**src/rtl/if_id_pipe.sv**
```systemverilog
// if_id_pipe: IF/ID pipeline stage with a 2-entry skid buffer.
// Valid/ready handshakes on the fetch and decode sides, flush and fetch-error tagging.
// When no valid instruction is held, decode sees NOP.
// Optional performance counters are enabled by defining IF_ID_PERF_EN.
// Entry A drives the outputs. Entry S catches one instruction while decode stalls.
module if_id_pipe #(
    parameter int          ADDR_W   = 32,
    parameter int          INST_W   = 32,
    parameter logic [INST_W-1:0] NOP_VAL  = 32'h0000_0013,
    parameter logic [ADDR_W-1:0] RST_ADDR = '0
) (
    input  logic              clk,
    input  logic              rst_n,
    input  logic              in_valid_i,
    output logic              in_ready_o,
    input  logic [INST_W-1:0] inst_i,
    input  logic [ADDR_W-1:0] inst_addr_i,
    input  logic              inst_err_i,
    input  logic              flush_i,
    output logic              out_valid_o,
    input  logic              out_ready_i,
    output logic [INST_W-1:0] inst_o,
    output logic [ADDR_W-1:0] inst_addr_o,
`ifdef IF_ID_PERF_EN
    output logic              inst_err_o,
    output logic [31:0]       stall_cnt_o,
    output logic [31:0]       bubble_cnt_o
`else
    output logic              inst_err_o
`endif
);

    // Output entry A. The instruction field holds NOP_VAL and the error field is 0
    // whenever A is empty, so the outputs come straight from flops.
    logic              r_a_valid;
    logic [INST_W-1:0] r_a_inst;
    logic [ADDR_W-1:0] r_a_addr;
    logic              r_a_err;

    // Skid entry S.
    logic              r_s_valid;
    logic [INST_W-1:0] r_s_inst;
    logic [ADDR_W-1:0] r_s_addr;
    logic              r_s_err;

    logic              r_in_ready;

    // Next-state values.
    logic              w_a_valid;
    logic [INST_W-1:0] w_a_inst;
    logic [ADDR_W-1:0] w_a_addr;
    logic              w_a_err;
    logic              w_s_valid;
    logic [INST_W-1:0] w_s_inst;
    logic [ADDR_W-1:0] w_s_addr;
    logic              w_s_err;

    logic              w_accept;
    logic              w_take;

    assign w_accept = in_valid_i & r_in_ready & ~flush_i;
    assign w_take   = r_a_valid & out_ready_i;

    // Next-state selection: flush, then refill A, then skid, then hold.
    always_comb begin
        w_a_valid = r_a_valid;
        w_a_inst  = r_a_inst;
        w_a_addr  = r_a_addr;
        w_a_err   = r_a_err;
        w_s_valid = r_s_valid;
        w_s_inst  = r_s_inst;
        w_s_addr  = r_s_addr;
        w_s_err   = r_s_err;
        if (flush_i) begin
            w_a_valid = 1'b0;
            w_a_inst  = NOP_VAL;
            w_a_addr  = RST_ADDR;
            w_a_err   = 1'b0;
            w_s_valid = 1'b0;
        end else if (!r_a_valid || w_take) begin
            if (r_s_valid) begin
                // S is full, so in_ready was low and no accept can occur this cycle.
                w_a_valid = 1'b1;
                w_a_inst  = r_s_inst;
                w_a_addr  = r_s_addr;
                w_a_err   = r_s_err;
                w_s_valid = 1'b0;
            end else if (w_accept) begin
                w_a_valid = 1'b1;
                w_a_inst  = inst_i;
                w_a_addr  = inst_addr_i;
                w_a_err   = inst_err_i;
            end else begin
                // Going empty. Keep the last PC and present NOP with a clear error tag.
                w_a_valid = 1'b0;
                w_a_inst  = NOP_VAL;
                w_a_err   = 1'b0;
            end
        end else if (w_accept) begin
            w_s_valid = 1'b1;
            w_s_inst  = inst_i;
            w_s_addr  = inst_addr_i;
            w_s_err   = inst_err_i;
        end else begin
            w_s_valid = r_s_valid;
        end
    end

    // Register both entries and in_ready. in_ready is derived from the next S state only.
    always_ff @(posedge clk or negedge rst_n) begin
        if (!rst_n) begin
            r_a_valid  <= 1'b0;
            r_a_inst   <= NOP_VAL;
            r_a_addr   <= RST_ADDR;
            r_a_err    <= 1'b0;
            r_s_valid  <= 1'b0;
            r_s_inst   <= NOP_VAL;
            r_s_addr   <= RST_ADDR;
            r_s_err    <= 1'b0;
            r_in_ready <= 1'b1;
        end else begin
            r_a_valid  <= w_a_valid;
            r_a_inst   <= w_a_inst;
            r_a_addr   <= w_a_addr;
            r_a_err    <= w_a_err;
            r_s_valid  <= w_s_valid;
            r_s_inst   <= w_s_inst;
            r_s_addr   <= w_s_addr;
            r_s_err    <= w_s_err;
            r_in_ready <= ~w_s_valid;
        end
    end

    assign in_ready_o  = r_in_ready;
    assign out_valid_o = r_a_valid;
    assign inst_o      = r_a_inst;
    assign inst_addr_o = r_a_addr;
    assign inst_err_o  = r_a_err;

`ifdef IF_ID_PERF_EN
    logic [31:0] r_stall_cnt;
    logic [31:0] r_bubble_cnt;

    // Count stalled and empty cycles. Only rst_n clears the counters, and they wrap freely.
    always_ff @(posedge clk or negedge rst_n) begin
        if (!rst_n) begin
            r_stall_cnt  <= 32'd0;
            r_bubble_cnt <= 32'd0;
        end else begin
            if (r_a_valid && !out_ready_i) begin
                r_stall_cnt <= r_stall_cnt + 32'd1;
            end else begin
                r_stall_cnt <= r_stall_cnt;
            end
            if (!r_a_valid && !flush_i) begin
                r_bubble_cnt <= r_bubble_cnt + 32'd1;
            end else begin
                r_bubble_cnt <= r_bubble_cnt;
            end
        end
    end

    assign stall_cnt_o  = r_stall_cnt;
    assign bubble_cnt_o = r_bubble_cnt;
`endif

endmodule

```
**config.mk**
```make
export PLATFORM = sky130hd
export DESIGN_NAME = if_id_pipe
export DESIGN_NICKNAME = d
export VERILOG_FILES = /design/src/rtl/if_id_pipe.sv
export SDC_FILE = /design/constraint.sdc
export NUM_CORES = 1
export LEC_CHECK = 0
export ABC_AREA = 1
export BUFFER_PORTS_ARGS = -buffer_cell sky130_fd_sc_hd__buf_2
export CAP_MARGIN = 10
export CORE_MARGIN = 2
export CORE_UTILIZATION = 35
export CTS_CLUSTER_DIAMETER = 50
export DETAILED_ROUTE_END_ITERATION = 8
export SLEW_MARGIN = 30
export SYNTH_ARGS = -nofsm -noshare
export SYNTH_HDL_FRONTEND = slang
export SYNTH_SLANG_ARGS = --single-unit
```
**constraint.sdc**
```tcl
create_clock -name clk -period 3.5 [get_ports clk]
set_clock_uncertainty 0.05 [all_clocks]
set_input_delay 0.7 -clock clk [delete_from_list [all_inputs] [get_ports clk]]
set_output_delay 0.7 -clock clk [all_outputs]
set_load 0.005 [all_outputs]
```
# Yosys cells after proc, flatten, opt, wreduce, memory -nomap -nowiden
# Cells that the tools add are included.
# W data, S select, Z words.
[totals] register_bits=133 out_inout_bits=67 inputBits=70 wordCells=40
[op_classes] mux=19 n_reduce_logical=6 bitwise_logic=6
[ops] op="$mux W32" count=8
[ops] op="$mux W1" count=11
[ops] op="$and A1 B1 Y1" count=3
[ops] op="$not A1 Y1" count=3
[ops] op="$reduce_and A3 Y1" count=1
[ops] op="$reduce_bool A3 Y1" count=1
[ops] op="$reduce_and A2 Y1" count=1
[ops] op="$reduce_bool A2 Y1" count=1
[ops] op="$logic_not A1 Y1" count=1
[ops] op="$logic_or A1 B1 Y1" count=1

# Logic depth before layout (Yosys ltp)
# Gate-level depths: netlist of run 1.
[logic_depth] ltp_word=6 depth_mapped=8 depth_no_buf=6

# Least setup slack after synthesis of run 1
# No wires, ideal clock.
[synth_timing] path_type="input to register" from="input port in_valid_i" to="register r_s_addr[29]" required_time_ns=3.329 cell_stages=6 setup_slack_ns=2.023 arrival_time_ns=1.307 setup_time_ns=0.121 n_path_buf=1 path_cell_list="nand2_1 nor2_4 nand2_2 buf_2 nand2_1 o21ai_1"
[synth_between] elab_chain_len=3
[synth_lines] item="from (decl)" line="14" text="input logic in_valid_i,"
[synth_lines] item="$and A1 B1 Y1 (2 in series)" line="61" text="assign w_accept = in_valid_i & r_in_ready & ~flush_i;"
[synth_lines] item="$reduce_and A3 Y1 (no line)"
[synth_lines] item="to (signal assigned)" line="128" text="r_s_addr <= w_s_addr;"
[synth_lines] item="to (decl)" line="43" text="logic [ADDR_W-1:0] r_s_addr;"
# No other way between the ends.
# A chain may end at the register's enable or synchronous reset.

# Worst setup path after layout of run 1
[layout_timing] from="register r_s_valid" to="register r_a_addr[22] (netlist: inst_addr_o[22])"
[layout_between] elab_chain_len=3 word_cells_on_any_way=5 classes_between="3 x mux; 2 x reduce/logical"
[layout_lines] item="from (decl)" line="41" text="logic r_s_valid;"
[layout_lines] item="from (signal assigned)" line="126" text="r_s_valid <= w_s_valid;"
[layout_lines] item="$mux W32" line="81" text="if (r_s_valid) begin"
[layout_lines] item="$mux W32" line="80" text="end else if (!r_a_valid || w_take) begin"
[layout_lines] item="$mux W32" line="74" text="if (flush_i) begin"
[layout_lines] item="to (signal assigned)" line="124" text="r_a_addr <= w_a_addr;"
[layout_lines] item="to (decl)" line="37" text="logic [ADDR_W-1:0] r_a_addr;"
# Parallel ways exist; a longest one is shown, timed or not. The select of a mux whose other input is x is not followed.

==> flow_summary.ini, run 1 <==
[grt]
antenna_found_initial = 1
grt_pass1_vias = 4933
grt-ovfl-total = 0
grt_max_degree = 101
grt_first_pass_wirelength_mm = 25.0
grt_use_total_pct = 17.3

[route]
post_drt_wl_per_cell_um = 13.1
vias = 5184
dr.pass1.iters = 4
drtAntennaViolNets = 0
drt-vias-per-instance = 4.53
drc = 0
first_iter_violations = 301
drt_wl_total_mm = 15.0

[clock_tree]
clock-root-buffer = clkbuf_16
cts.repair.resized = 0
ctsHoldBuffers = 0
post_cts_buffers = 0
cts_tree = done
clk_path_buf_depth = 2
h-tree-depth = 4
cts_sinks = 133
clk_pin_slew_ns = 0.06
cts_made_buffers = 17
clock_latency_ns = 0.42

[logic_synthesis]
syn-num-nets = 860
syn-cell-area_um2 = 6050
ys_seq_area_share_pct = 55.1
yosysWarnings = 0
avgSynthCellArea_um2 = 7.66
synth_cells = 790
ys_async_sr_fraction_pct = 100
synthDistinctLibCells = 16
synth_top_flop_cell = dfrtp_1
ys_ff_latch = 133
synth_edf_count = 0

[sta]
period_minus_slack_ns = 1.85
slew_headroom_pct = 50.5
worstMarginPinSlew_ns = 0.739
fin_crit_sh_pct = 52.7
maxSlewViolCount = 0
rsz0062_at_grt = false
setup_viol = 0
finalSetupTns_ns = 0
fmax_mhz = 542
hold_ws_ns = 0.196
hold_violations = 0
fin_ws_ns = 1.65

[worst_setup_path]
cp_data_required_time_ns = 3.80
crit_path_max_incr_delay_ns = 0.54
cp_data_arrival_time_ns = 2.15
critPathKind = reg2reg
endpoint_kind = flip-flop
crit_buf_inv = 1
crit_start = r_s_valid$_DFF_PN0_
crit_fanout = 32
path_delay_family = simple AND/OR/NAND/NOR gates
slowest_stage = nand2_2
reg2reg_from = r_s_valid$_DFF_PN0_
path_common_cell = nand2_1
path_cells = inv_2 -> nand3_1 -> nand2_2 -> nand2_1 -> nand2_1
crit_path_start_kind = flip-flop

[pwr]
powerDensity_nw_per_um2 = 551
finalPower_w = 0.00412
power_leakage_nw = 4.36
ir_drop_uv = 354

[finish]
drive_gt1_share_pct = 21.0
final_cells = 1145
layout.nets = 976
layout-area-overhead-vs-synth_pct = 23.5

[placed_design]
port_buffers = 136
gp_congestion = 0.761
dpl_worst_slack_ns = 1.28
dp_cells = 1112
place_hpwl_mm = 9.43

[floorplanning]
coreArea_um2 = 17100
die_h_um = 135
start_util_pct = 35.4
die-area_um2 = 18400
io_pins = 137
fp.dieW_um = 135
num_rows = 48

[run_status]
status = finished, final reports clean

[run]
maxCapViolCount = 0

[worst_hold_path]
hp-class = in2async
[cell type report]
type	instances	area (um2)
fill	1757	9640
sequential	133	3340
multi-input combinational	567	2330
timing repair buffer	145	754
clock buffer	20	457
tap	225	282
inverter	42	158
clock inverter	12	153
antenna	1	2.50
[worst register-to-register path, delay by kind of cell, from the launching register on]
kind          cells  cell delay (ns)
buf+inv           1             0.38
flops             1             0.40
simple gates      4             0.96
[layer usage]
layer  wire [um]  track usage [%]  vias up
li1            -                -     2677
met1        7410             23.8     2390
met2        6650             26.7      102
met3         708             4.38       15
met4         220             6.02        0
met5           0                0        -
[per-stage QoR]
| step | area [um2] | utilization, % |
|---|---|---|
| after floorplan | 6050 | - |
| after global placement | 6860 | 40.1 |
| after detailed placement | 6860 | 40.1 |
| after CTS | 7470 | 43.6 |
| after global routing | 7470 | 43.7 |
| final | 7480 | 43.7 |
[synthesized netlist by cell type (4+ instances only)]
library cell	count	share of area [%]
buf_2	37	3.1
o21ai_0	32	2.6
clkbuf_1	6	0.37
inv_1	39	2.4
nand3_1	64	5.3
o21ai_1	35	2.9
nand2_2	4	0.41
nor2_1	66	4.1
dfstp_2	7	3.0
dfrtp_1	126	52
nand2_1	363	23
[path summary, 6_finish.rpt]
check	cells after the start	slack, ns	to
setup / recovery	5	1.65	inst_addr_o[22]$_DFFE_PN0P_
hold / removal	1	0.20	inst_addr_o[26]$_DFFE_PN0P_
setup reg to reg	5	1.65	inst_addr_o[22]$_DFFE_PN0P_
hold reg to reg	2	0.42	r_s_inst[31]$_DFFE_PN0P_
max in group asynchronous	2	2.39	r_s_addr[7]$_DFFE_PN0P_
min in group clk	2	0.42	r_s_inst[31]$_DFFE_PN0P_
[cells by family (layout without fill, tap and decap cells)]
family | Yosys count | count (layout) | synth area share, %
simple gates | 499 | 499 | 32.7
flops | 133 | 133 | 55.1
buf+inv | 90 | 219 | 6.53
compound gates | 68 | 68 | 5.64
other cells | 0 | 1 | 0
[layout by cell type, fill, tap and decap left out, drive strengths merged]
cell type,synthesis,routed
dfstp,7,7
diode,0,1
clkbuf,6,20
buf,42,145
nand3,64,64
o21ai,67,67
nor2,68,68
nand2,367,367
bufinv,0,3
dfrtp,126,126
inv,42,43
clkinv,0,7
clkinvlp,0,1
a31oi,1,1
[registers in the layout, indices dropped and copies added (netlist names)]
name,count
out_valid_o,1
r_s_valid,1
r_s_err,1
r_s_addr,32
in_ready_o,1
inst_addr_o,32
inst_o,32
inst_err_o,1
r_s_inst,32
[power breakdown]
group	internal [W]	leakage, nW	switching [W]	total (W)
sequential	0.00175	1.73	0.000108	0.00186
clock	0.00116	0.300	0.000678	0.00184
combinational	0.000166	2.33	0.000263	0.000428
total	0.00307	4.36	0.00105	0.00412
Power figures use the tool's default switching activity.
==> run 2: changes to the inputs <==
Clock period 3.5 ns to 1.66 ns, I/O delays scaled along.
==> run 2 against run 1 <==
  * Sequential power increased by 110%
  * Clock-buffer cell count unchanged
  * Fmax increased by 24%
  * Via count increased by 1.4%
  * Critical endpoint is now r_s_err$_DFFE_PN0P_
  * Largest power group unchanged
  * Power increased by 110%
  * Wire length increased by 0.15%
  * Worst setup slack got worse by 1.5 ns
  * Core utilization increased by 1.2 points
  * Non-clock buffer count increased by 14
==> flow_summary.ini, run 2 (synthesized netlist as in run 1, its figures left out) <==
[sta]
fmax_mhz = 672
setup_viol = 0
rsz0062_at_grt = false
fin_crit_sh_pct = 89.7
worstMarginPinSlew_ns = 0.333
slew_headroom_pct = 77.8
finalSetupTns_ns = 0
hold_violations = 0
period_minus_slack_ns = 1.49
maxSlewViolCount = 0

[route]
dr.pass1.iters = 6
drt_wl_total_mm = 15.0
vias = 5259
drtAntennaViolNets = 0
post_drt_wl_per_cell_um = 13.0
first_iter_violations = 230
drc = 0
drt-vias-per-instance = 4.54

[worst_setup_path]
crit_fanout = 18
crit_path_start_kind = flip-flop
cp_data_arrival_time_ns = 1.74
cp_data_required_time_ns = 1.91
endpoint_kind = flip-flop
critPathKind = reg2reg

[grt]
grt_use_total_pct = 17.3
grt_pass1_vias = 5050
grt_first_pass_wirelength_mm = 24.9
grt_max_degree = 71
antenna_found_initial = 1
grt-ovfl-total = 0

[clock_tree]
cts_made_buffers = 17
h-tree-depth = 4
cts_sinks = 133
clk_pin_slew_ns = 0.06
post_cts_buffers = 0
clk_path_buf_depth = 2
clock_latency_ns = 0.41
clock-root-buffer = clkbuf_16
cts_tree = done

[floorplanning]
die-area_um2 = 18400
start_util_pct = 35.4
die_h_um = 135
fp.dieW_um = 135
num_rows = 48
coreArea_um2 = 17100
io_pins = 137

[run]
maxCapViolCount = 0

[pwr]
powerDensity_nw_per_um2 = 1140
power_leakage_nw = 4.48
ir_drop_uv = 733

[finish]
layout.nets = 990
layout-area-overhead-vs-synth_pct = 26.9
final_cell_mix = nand2_1, buf_2, dfrtp_1
fin_area_um2 = 7680
drive_gt1_share_pct = 22.1
final_common_cell = nand2_1

[worst_hold_path]
hp-class = in2reg

[run_status]
status = finished, final reports clean

[placed_design]
placed_cell_area_um2 = 7050
port_buffers = 136
gp_congestion = 0.748
place_hpwl_mm = 9.78
[run 2: cell types whose count changed in the layout (fill, tap and decap cells not counted)]
cell / before / now
buf_12: 0 / 8
buf_4: 9 / 13
buf_6: 1 / 2
dlygate4sd3_1: 0 / 1
nand2_4: 0 / 1
nand2_8: 1 / 0
[run 2: path summary, 6_finish.rpt]
check / start / slack (ns) / cells past startpoint / to
setup reg to reg: in_ready_o$_DFF_PN1_ / 0.17 / 6 / r_s_err$_DFFE_PN0P_
min in group asynchronous: rst_n / 0.32 / 2 / inst_addr_o[26]$_DFFE_PN0P_
hold reg to reg: inst_o[0]$_DFFE_PN1P_ / 0.42 / 2 / inst_o[0]$_DFFE_PN1P_
hold / removal: flush_i / 0.09 / 2 / out_valid_o$_DFFE_PN0P_
max in group asynchronous: rst_n / 0.64 / 3 / inst_o[1]$_DFFE_PN1P_
setup / recovery: in_ready_o$_DFF_PN1_ / 0.17 / 6 / r_s_err$_DFFE_PN0P_
[run 2: report_power, final]
part           total, W  switching [W]  leakage [nW]  internal [W]
sequential      0.00391       0.000218          1.73       0.00369
clock           0.00387        0.00143         0.300       0.00244
combinational  0.000959       0.000566          2.44      0.000392
[run 2: cell type report]
cell class	instances	area (um2)
antenna	1	2.50
clock buffer	20	457
clock inverter	12	153
fill	1762	9440
inverter	42	158
multi-input combinational	567	2320
sequential	133	3340
tap	225	282
timing repair buffer	159	966
[run 2: critical path: stages, from the launching register on]
cell and delay, ns:
dfstp_2 0.54, nand2_1 0.11, nor2_4 0.15, nand2_4 0.15, buf_4 0.25, nand2_1 0.08, nand2_1 0.04
[run 2: through the flow]
step / utilization [%] / setup WS (ns) / instances / power [W] / hold slack [ns]
2_1_floorplan: - / 0.347 / 790 / 0.00449 / -0.0136
3_3_place_gp: 41.2 / 0.173 / 1125 / 0.00491 / 0.202
3_5_place_dp: 41.2 / 0.141 / 1125 / 0.00494 / 0.197
4_1_cts: 44.8 / 0.130 / 1158 / 0.00885 / 0.0656
5_1_grt: 44.9 / 0.0108 / 1158 / 0.00918 / 0.0828
6_report: 44.9 / 0.171 / 1159 / 0.00874 / 0.0889
[run 2: timing repair]
| action | CTS | global route |
|---|---|---|
| hold buffers | 1 | 0 |
| endpoints found under the hold margin | 25 | 0 |
| gates resized for setup | 0 | 1 |
| endpoints found under the setup margin | 0 | 19 |
[run 2: layer usage]
layer	global-route usage, %	vias up	part of all wire [%]
met5	0	-	0
met4	5.84	0	1.8
met3	4.68	24	5.2
met2	26.9	110	45
met1	23.6	2417	49
li1	-	2708	-
